File: config.mk
export PLATFORM = sky130hd
export DESIGN_NAME = instr_queue_flat
export DESIGN_NICKNAME = d
export VERILOG_FILES = /design/src/rtl/instr_queue_if.sv /design/src/rtl/instr_queue.sv /design/src/flat_wrapper.sv
export SDC_FILE = /design/constraint.sdc
export NUM_CORES = 1
export LEC_CHECK = 0
export ABC_AREA = 1
export ABC_CLOCK_PERIOD_IN_PS = 5600
export CAP_MARGIN = 25
export CORE_UTILIZATION = 40
export DETAILED_ROUTE_END_ITERATION = 16
export PLACE_DENSITY = 0.56
export SKIP_CTS_REPAIR_TIMING = 1
export SKIP_LAST_GASP = 1
export SLEW_MARGIN = 10
export SYNTH_ARGS = -nofsm -noshare
export SYNTH_HDL_FRONTEND = slang
export SYNTH_SLANG_ARGS = --single-unit
export TNS_END_PERCENT = 50
File: constraint.sdc
create_clock -name clk -period 5.6 [get_ports clk]
set_input_delay 1.12 -clock clk [delete_from_list [all_inputs] [get_ports clk]]
set_output_delay 1.12 -clock clk [all_outputs]
set_load 0.05 [all_outputs]
File: src/rtl/instr_queue_if.sv
// Fetch-to-issue queue bus: fetch/issue side drives through master, the queue sits on slave.
// Packet layout is {pc[31:0], instruction[31:0], prediction, branch, jump}.
interface instr_queue_if #(
    parameter int unsigned DEPTH = 8,
    parameter int unsigned PTR_W = $clog2(DEPTH)
);
    typedef struct packed {
        logic [31:0] pc;
        logic [31:0] instruction;
        logic        prediction;
        logic        branch;
        logic        jump;
    } pipe_in_t;

    logic           in_valid;
    pipe_in_t       pipe_in;
    logic           flush;
    logic           out_ready;
    logic           full;
    logic           out_valid;
    pipe_in_t       pipe_out;
    logic [PTR_W:0] count;

    modport master (
        output in_valid, pipe_in, flush, out_ready,
        input  full, out_valid, pipe_out, count
    );

    modport slave (
        input  in_valid, pipe_in, flush, out_ready,
        output full, out_valid, pipe_out, count
    );
endinterface

File: src/rtl/instr_queue.sv
// In-order packet FIFO between fetch and decode/issue with flush-on-mispredict.
// full/out_valid come from the registered occupancy only, so out_ready never reaches full.
module instr_queue #(
    parameter int unsigned DEPTH = 8,
    parameter int unsigned PTR_W = $clog2(DEPTH)
) (
    input logic            clk,
    input logic            reset,
    instr_queue_if.slave   q
);
    localparam int unsigned    PKT_W    = 67;
    localparam logic [PTR_W:0] FULL_CNT = (PTR_W + 1)'(DEPTH);

    logic [PKT_W-1:0] mem_q [DEPTH];
    logic [PTR_W-1:0] wr_ptr_q, wr_ptr_d;
    logic [PTR_W-1:0] rd_ptr_q, rd_ptr_d;
    logic [PTR_W:0]   count_q, count_d;
    logic             push, pop, full_w, valid_w;

    always_comb begin
        full_w   = (count_q == FULL_CNT);
        valid_w  = (count_q != '0);
        push     = q.in_valid & ~full_w & ~q.flush;
        pop      = valid_w & q.out_ready & ~q.flush;
        wr_ptr_d = wr_ptr_q;
        rd_ptr_d = rd_ptr_q;
        count_d  = count_q;
        if (q.flush) begin
            wr_ptr_d = '0;
            rd_ptr_d = '0;
            count_d  = '0;
        end else begin
            if (push) wr_ptr_d = wr_ptr_q + 1'b1;
            if (pop)  rd_ptr_d = rd_ptr_q + 1'b1;
            case ({push, pop})
                2'b10:   count_d = count_q + 1'b1;
                2'b01:   count_d = count_q - 1'b1;
                default: count_d = count_q;
            endcase
        end
    end

    always_ff @(posedge clk or posedge reset) begin
        if (reset) begin
            wr_ptr_q <= '0;
            rd_ptr_q <= '0;
            count_q  <= '0;
        end else begin
            wr_ptr_q <= wr_ptr_d;
            rd_ptr_q <= rd_ptr_d;
            count_q  <= count_d;
        end
    end

    // Storage is deliberately unreset; occupancy alone decides what is visible.
    always_ff @(posedge clk) begin
        if (push) mem_q[wr_ptr_q] <= q.pipe_in;
    end

    assign q.full      = full_w;
    assign q.out_valid = valid_w;
    assign q.count     = count_q;
    assign q.pipe_out  = valid_w ? mem_q[rd_ptr_q] : '0;
endmodule
File: src/flat_wrapper.sv
// flat-port wrapper written by rule: the top's interface ports become plain ports
module instr_queue_flat 
#(
    parameter int unsigned DEPTH = 8,
    parameter int unsigned PTR_W = $clog2(DEPTH)
)
  (clk, reset, q_in_valid, q_pipe_in, q_flush, q_out_ready, q_full, q_out_valid, q_pipe_out, q_count);
  instr_queue_if #(.DEPTH(DEPTH), .PTR_W(PTR_W)) q_i ();
  input logic clk;
  input logic reset;
  input wire logic [$bits(q_i.in_valid)-1:0] q_in_valid;
  input wire logic [$bits(q_i.pipe_in)-1:0] q_pipe_in;
  input wire logic [$bits(q_i.flush)-1:0] q_flush;
  input wire logic [$bits(q_i.out_ready)-1:0] q_out_ready;
  output wire logic [$bits(q_i.full)-1:0] q_full;
  output wire logic [$bits(q_i.out_valid)-1:0] q_out_valid;
  output wire logic [$bits(q_i.pipe_out)-1:0] q_pipe_out;
  output wire logic [$bits(q_i.count)-1:0] q_count;
  assign q_i.in_valid = q_in_valid;
  assign q_i.pipe_in = q_pipe_in;
  assign q_i.flush = q_flush;
  assign q_i.out_ready = q_out_ready;
  assign q_full = q_i.full;
  assign q_out_valid = q_i.out_valid;
  assign q_pipe_out = q_i.pipe_out;
  assign q_count = q_i.count;
  instr_queue #(.DEPTH(DEPTH), .PTR_W(PTR_W)) u_core (.clk(clk), .reset(reset), .q(q_i));
endmodule
## Word level (Yosys, flattened, before mapping)

Memory sizes are Yosys's and may differ from the RTL's.
Cells that the tools add are included.

| storage, ports and cells | value |
|---|---|
| logic and storage cells | 30 |
| bits in writable memories | 536 |
| memories | 1 |
| bits in registers | 10 |

| operators by class | value |
|---|---|
| equal/unequal tests | 3 |
| reduce and logical (&&, ||, !) cells | 4 |
| $add $sub $neg | 4 |
| muxes and demuxes | 9 |
| bitwise operators | 6 |

Memory list:

| name | depth | bits a word | read ports | clocked after memory_dff | wr ports | RTL line | text |
|---|---|---|---|---|---|---|---|
| u_core.mem_q | 8 | 67 | 1 | 0 | 1 | instr_queue.sv:14 | `logic [PKT_W-1:0] mem_q [DEPTH];` |

Operators with widths:

| cell | number |
|---|---|
| 67-bit two-way mux | 1 |
| 3-bit two-way mux | 4 |
| 4-bit one-hot mux with 2 select lines | 1 |
| 3-bit by 1-bit adder with 3-bit output, second input constant | 2 |
| 4-bit by 1-bit adder with 4-bit output, second input constant | 1 |
| 1-bit AND | 4 |
| 4-bit == test, second input constant | 1 |
| 4-bit two-way mux | 1 |
| 2-bit nonzero test | 2 |
| 4-bit nonzero test | 1 |
| 4-bit by 1-bit subtractor with 4-bit output, second input constant | 1 |
| 3-bit nonzero test | 1 |
| 2-bit by 1-bit == test with 1-bit output, second input constant | 1 |
| 2-bit == test, second input constant | 1 |
| 1-bit two-way mux | 2 |
| 1-bit NOT | 2 |

## Longest topological paths before layout

| logic depth | value |
|---|---|
| word-level depth | 7 |
| gate-level depth with buffers | 14 |
| mapped depth without buffers | 14 |

## Least setup slack after synthesis

OpenSTA, ideal clock, no wires.

| path | value |
|---|---|
| path kind | input to register |
| from | input q_flush |
| to | memory u_core.mem_q[0][0], enable pin |
| setup slack | 0.813 ns |
| data arrival time | 4.295 ns |
| setup time | 0.492 ns |
| stages | 5 |
| cells stage by stage | inv_1 nand3_1 inv_1 nand2_1 nor2_1 |

| on the way | value |
|---|---|
| cells in the longest elaborated chain, start to end | 4 |

RTL lines:

| element | RTL line | text |
|---|---|---|
| start, declared | flat_wrapper.sv:13 | `input wire logic [$bits(q_i.flush)-1:0] q_flush;` |
| 1-bit NOT | instr_queue.sv:23 | `push = q.in_valid & ~full_w & ~q.flush;` |
| 1-bit AND | instr_queue.sv:23 |  |
| 1-bit two-way mux | instr_queue.sv:57 | `if (push) mem_q[wr_ptr_q] <= q.pipe_in;` |
| 1-bit two-way mux (implied by the code) | instr_queue.sv:57 |  |
| end, declared | instr_queue.sv:14 |  |

Every way passes these cells.

## Worst setup path in the final report

| path | value |
|---|---|
| from | register u_core.rd_ptr_q[0] |
| to | output q_pipe_out[4] |

| on the way | value |
|---|---|
| cells in the longest elaborated chain, start to end | 2 |

RTL lines:

| element | RTL line | text |
|---|---|---|
| start, declared | instr_queue.sv:16 | `logic [PTR_W-1:0] rd_ptr_q, rd_ptr_d;` |
| start signal, assigned | instr_queue.sv:50 | `rd_ptr_q <= rd_ptr_d;` |
| memory read 8 x 67 bit | - |  |
| 67-bit two-way mux | instr_queue.sv:63 | `assign q.pipe_out = valid_w ? mem_q[rd_ptr_q] : '0;` |
| end, declared | flat_wrapper.sv:17 | `output wire logic [$bits(q_i.pipe_out)-1:0] q_pipe_out;` |

Every way passes these cells.

==> impl_metrics.csv <==
group,metric,value,unit
min_path,hold_depth,2,
finish,mostFrequentLayoutCells,"536 x edfxtp_1, 404 x nor2_1, 284 x o21ai_0",
die,dieWidth,233,um
setup_path,required,4.48,ns
timing,fin_ws,0.621,ns
die,core,52700,um2
logic_synthesis,ys_types,26,
setup_path,critPathMaxStageDelay,0.87,ns
drt,vias_per_cell,5.26,
timing,setup_violations,0,
drt,wire_per_inst,20.5,um
setup_path,path_common_cell,"o21ai_0",
clocking,numCtsBuffers,58,
timing,fin_skew,0.0185,ns
timing,slew_headroom,0.355,
drt,antenna_left,0,
min_path,hp-class,"reg2reg",
power_and_ir_drop,p_leak,8.23,nW
die,die_y,233,um
setup_path,cp_cell_sequence,"inv_6 -> buf_4 -> o21ai_0 -> o22ai_1 -> o21ai_0 -> a31oi_1 -> clkdlybuf4s50_1",
clocking,cts_sinks,546,
finish,diodes,0,
grt,grt_pass1_wl,77200,um
die,ioPinCount,145,
setup_path,worstSetupPathType,"reg2out",
finish,area_growth,18.4,%
finish,drive_above_1_share,0.0743,
finish,fillers,4594,
timing,rsz0062_at_grt,"false",
drt,drt_first_iter_violations,858,
clocking,clk_path_buf_depth,3,
setup_path,endpoint_kind,"output pin",
logic_synthesis,synth_top_area_cell,"edfxtp_1",
logic_synthesis,synthTopCellsByArea,"edfxtp_1 75%, nor2_1 7.2%, o21ai_0 6.7%",
timing,whs,0.591,ns
timing,drv_slew,0,
drt,dr.max_layer_used,"met5",
logic_synthesis,synth_top_cell_area_share,0.753,
die,die_area,54300,um2
grt,grt_max_degree,92,
clocking,cts_tree,"done",
power_and_ir_drop,p_per_area,515,nW/um2
logic_synthesis,syn-cell-area,21400,um2
drt,drc,0,
timing,fmax,201,MHz
timing,final_hold_viol_count,0,
job,drv_cap,0,
power_and_ir_drop,fin_total_pwr,13.0,mW
placement,gp_routability_congestion,0.735,
setup_path,cp_num_buf_inv,3,
logic_synthesis,ys_seq_area_frac,0.765,
grt,antenna_found_initial,1,
drt,wl_met3,2650,um
setup_path,crit_arrival,3.86,ns
logic_synthesis,syn_avg_cell_area,13.2,um2
drt,wl_met1,23300,um
grt,grt_overflow_total,0,
setup_path,crit_slowest_cell,"clkdlybuf4s50_1",
setup_path,critPathLaunchType,"register",
clocking,h-tree-depth,2,
drt,via_count,13000,
timing,period_minus_slack,4.98,ns
placement,preCtsSetupSlack,1.22,ns
drt,drt-total-wl,50900,um
logic_synthesis,ys_ff_latch,546,
setup_path,ff2ff_path_depth,15,
grt,grt_pass1_vias,12900,
timing,setup_tns,0,ns
placement,post-dp-hpwl,25500,um
run_status,status,"complete, no violations",
logic_synthesis,syn_nets,1691,
logic_synthesis,yosysWarnings,0,
placement,port_buffers,144,
drt,route.met2.wl,24100,um
finish,layout_commonest_cell,"edfxtp_1",
setup_path,crit_cells,7,
finish,finalNetCount,1820,
timing,tightestPinTransition,0.967,ns
setup_path,crit_family,"buffers and inverters",
grt,grt_usage,0.187,
die,start_util,0.406,
logic_synthesis,synthCells,1615,
clocking,path_clk_slew,0.06,ns
drt,firstDrtPassIters,5,
setup_path,cp_max_fo,91,
die,num_rows,84,
clocking,cts_root_buf,"clkbuf_16",
clocking,clk_latency,0.62,ns
timing,finalCritPeriodShare,0.889,
power_and_ir_drop,max-vdd-ir-drop,0.353,mV
-- stage by stage --
step            util  std cells  instance area (um2)
6_report       0.480       2479                25300
5_1_grt        0.480       2479                25300
4_1_cts        0.480       2479                25300
3_5_place_dp   0.447       2372                23600
3_3_place_gp   0.447       2372                23600
2_1_floorplan      -       1615                21400
-- logic make-up (layout without fill, tap and decap cells) --
logic type	after synthesis	after routing	synth area share
buffers and inverters	130	306	0.0305
AND/OR/NAND/NOR	453	453	0.0810
XOR/XNOR	1	1	0.000410
AO/OA/AOI/OAI	481	481	0.121
adder cells (fa/ha/maj)	4	4	0.00234
flip-flops	546	546	0.765
-- state kept, by name, indices dropped and copies added, names as in the netlist --
signal and count:
u_core.rd_ptr_q 3, u_core.mem_q 536, u_core.q.count 4, u_core.wr_ptr_q 3
-- tightest hold or removal path: cells and delay by family, from the launching register on --
family / cells / cell delay, ns
DFF: 1 / 0.40
AOI/OAI and AO/OA: 1 / 0.08
buffers and inverters: 1 / 0.07
-- where the power goes --
| part | internal (mW) | total, mW | switching, mW | leakage, nW |
|---|---|---|---|---|
| clock | 1.98 | 3.53 | 1.55 | 0.850 |
| combinational | 1.42 | 4.81 | 3.39 | 2.41 |
| sequential | 4.61 | 4.69 | 0.0782 | 4.97 |
-- area by class of cell --
| cell class | instances | area [um2] | area share |
|---|---|---|---|
| Sequential cell | 546 | 16400 | 0.646 |
| Multi-Input combinational cell | 939 | 4430 | 0.175 |
| Timing Repair Buffer | 178 | 1820 | 0.0720 |
| Clock buffer | 76 | 1540 | 0.0609 |
| Tap cell | 688 | 861 | 0.0340 |
| Clock inverter | 31 | 201 | 0.00796 |
| Inverter | 21 | 88.8 | 0.00351 |
-- synth_stat cells (all sizes together) --
| cell | number |
|---|---|
| a31oi | 67 |
| nand3 | 8 |
| a21oi | 2 |
| xnor2 | 1 |
| inv | 21 |
| nor2 | 413 |
| ha | 4 |
| nand4 | 1 |
| nand2 | 30 |
| dfrtp | 10 |
| nand3b | 1 |
| o22ai | 68 |
| clkbuf | 63 |
| buf | 46 |
| edfxtp | 536 |
| o21ai | 344 |
-- per-layer routing --
metal,global-route usage,up-vias
li1,-,6223
met1,0.260,6460
met2,0.306,298
met3,0.0317,59
met4,0.0488,2
met5,0,-
-- worst paths after layout --
check	from	to	slack, ns
setup / recovery	u_core.rd_ptr_q[0]	q_pipe_out[4]	0.62
hold / removal	u_core.wr_ptr_q[0]	u_core.wr_ptr_q[0]	0.59
setup reg to reg	u_core.q.count[0]	u_core.q.count[3]	2.80
hold reg to reg	u_core.wr_ptr_q[0]	u_core.wr_ptr_q[0]	0.59
max in group asynchronous	reset	u_core.rd_ptr_q[0]	4.44
min in group asynchronous	reset	u_core.rd_ptr_q[1]	0.82
Note: power is estimated with default switching activity, not from simulation.
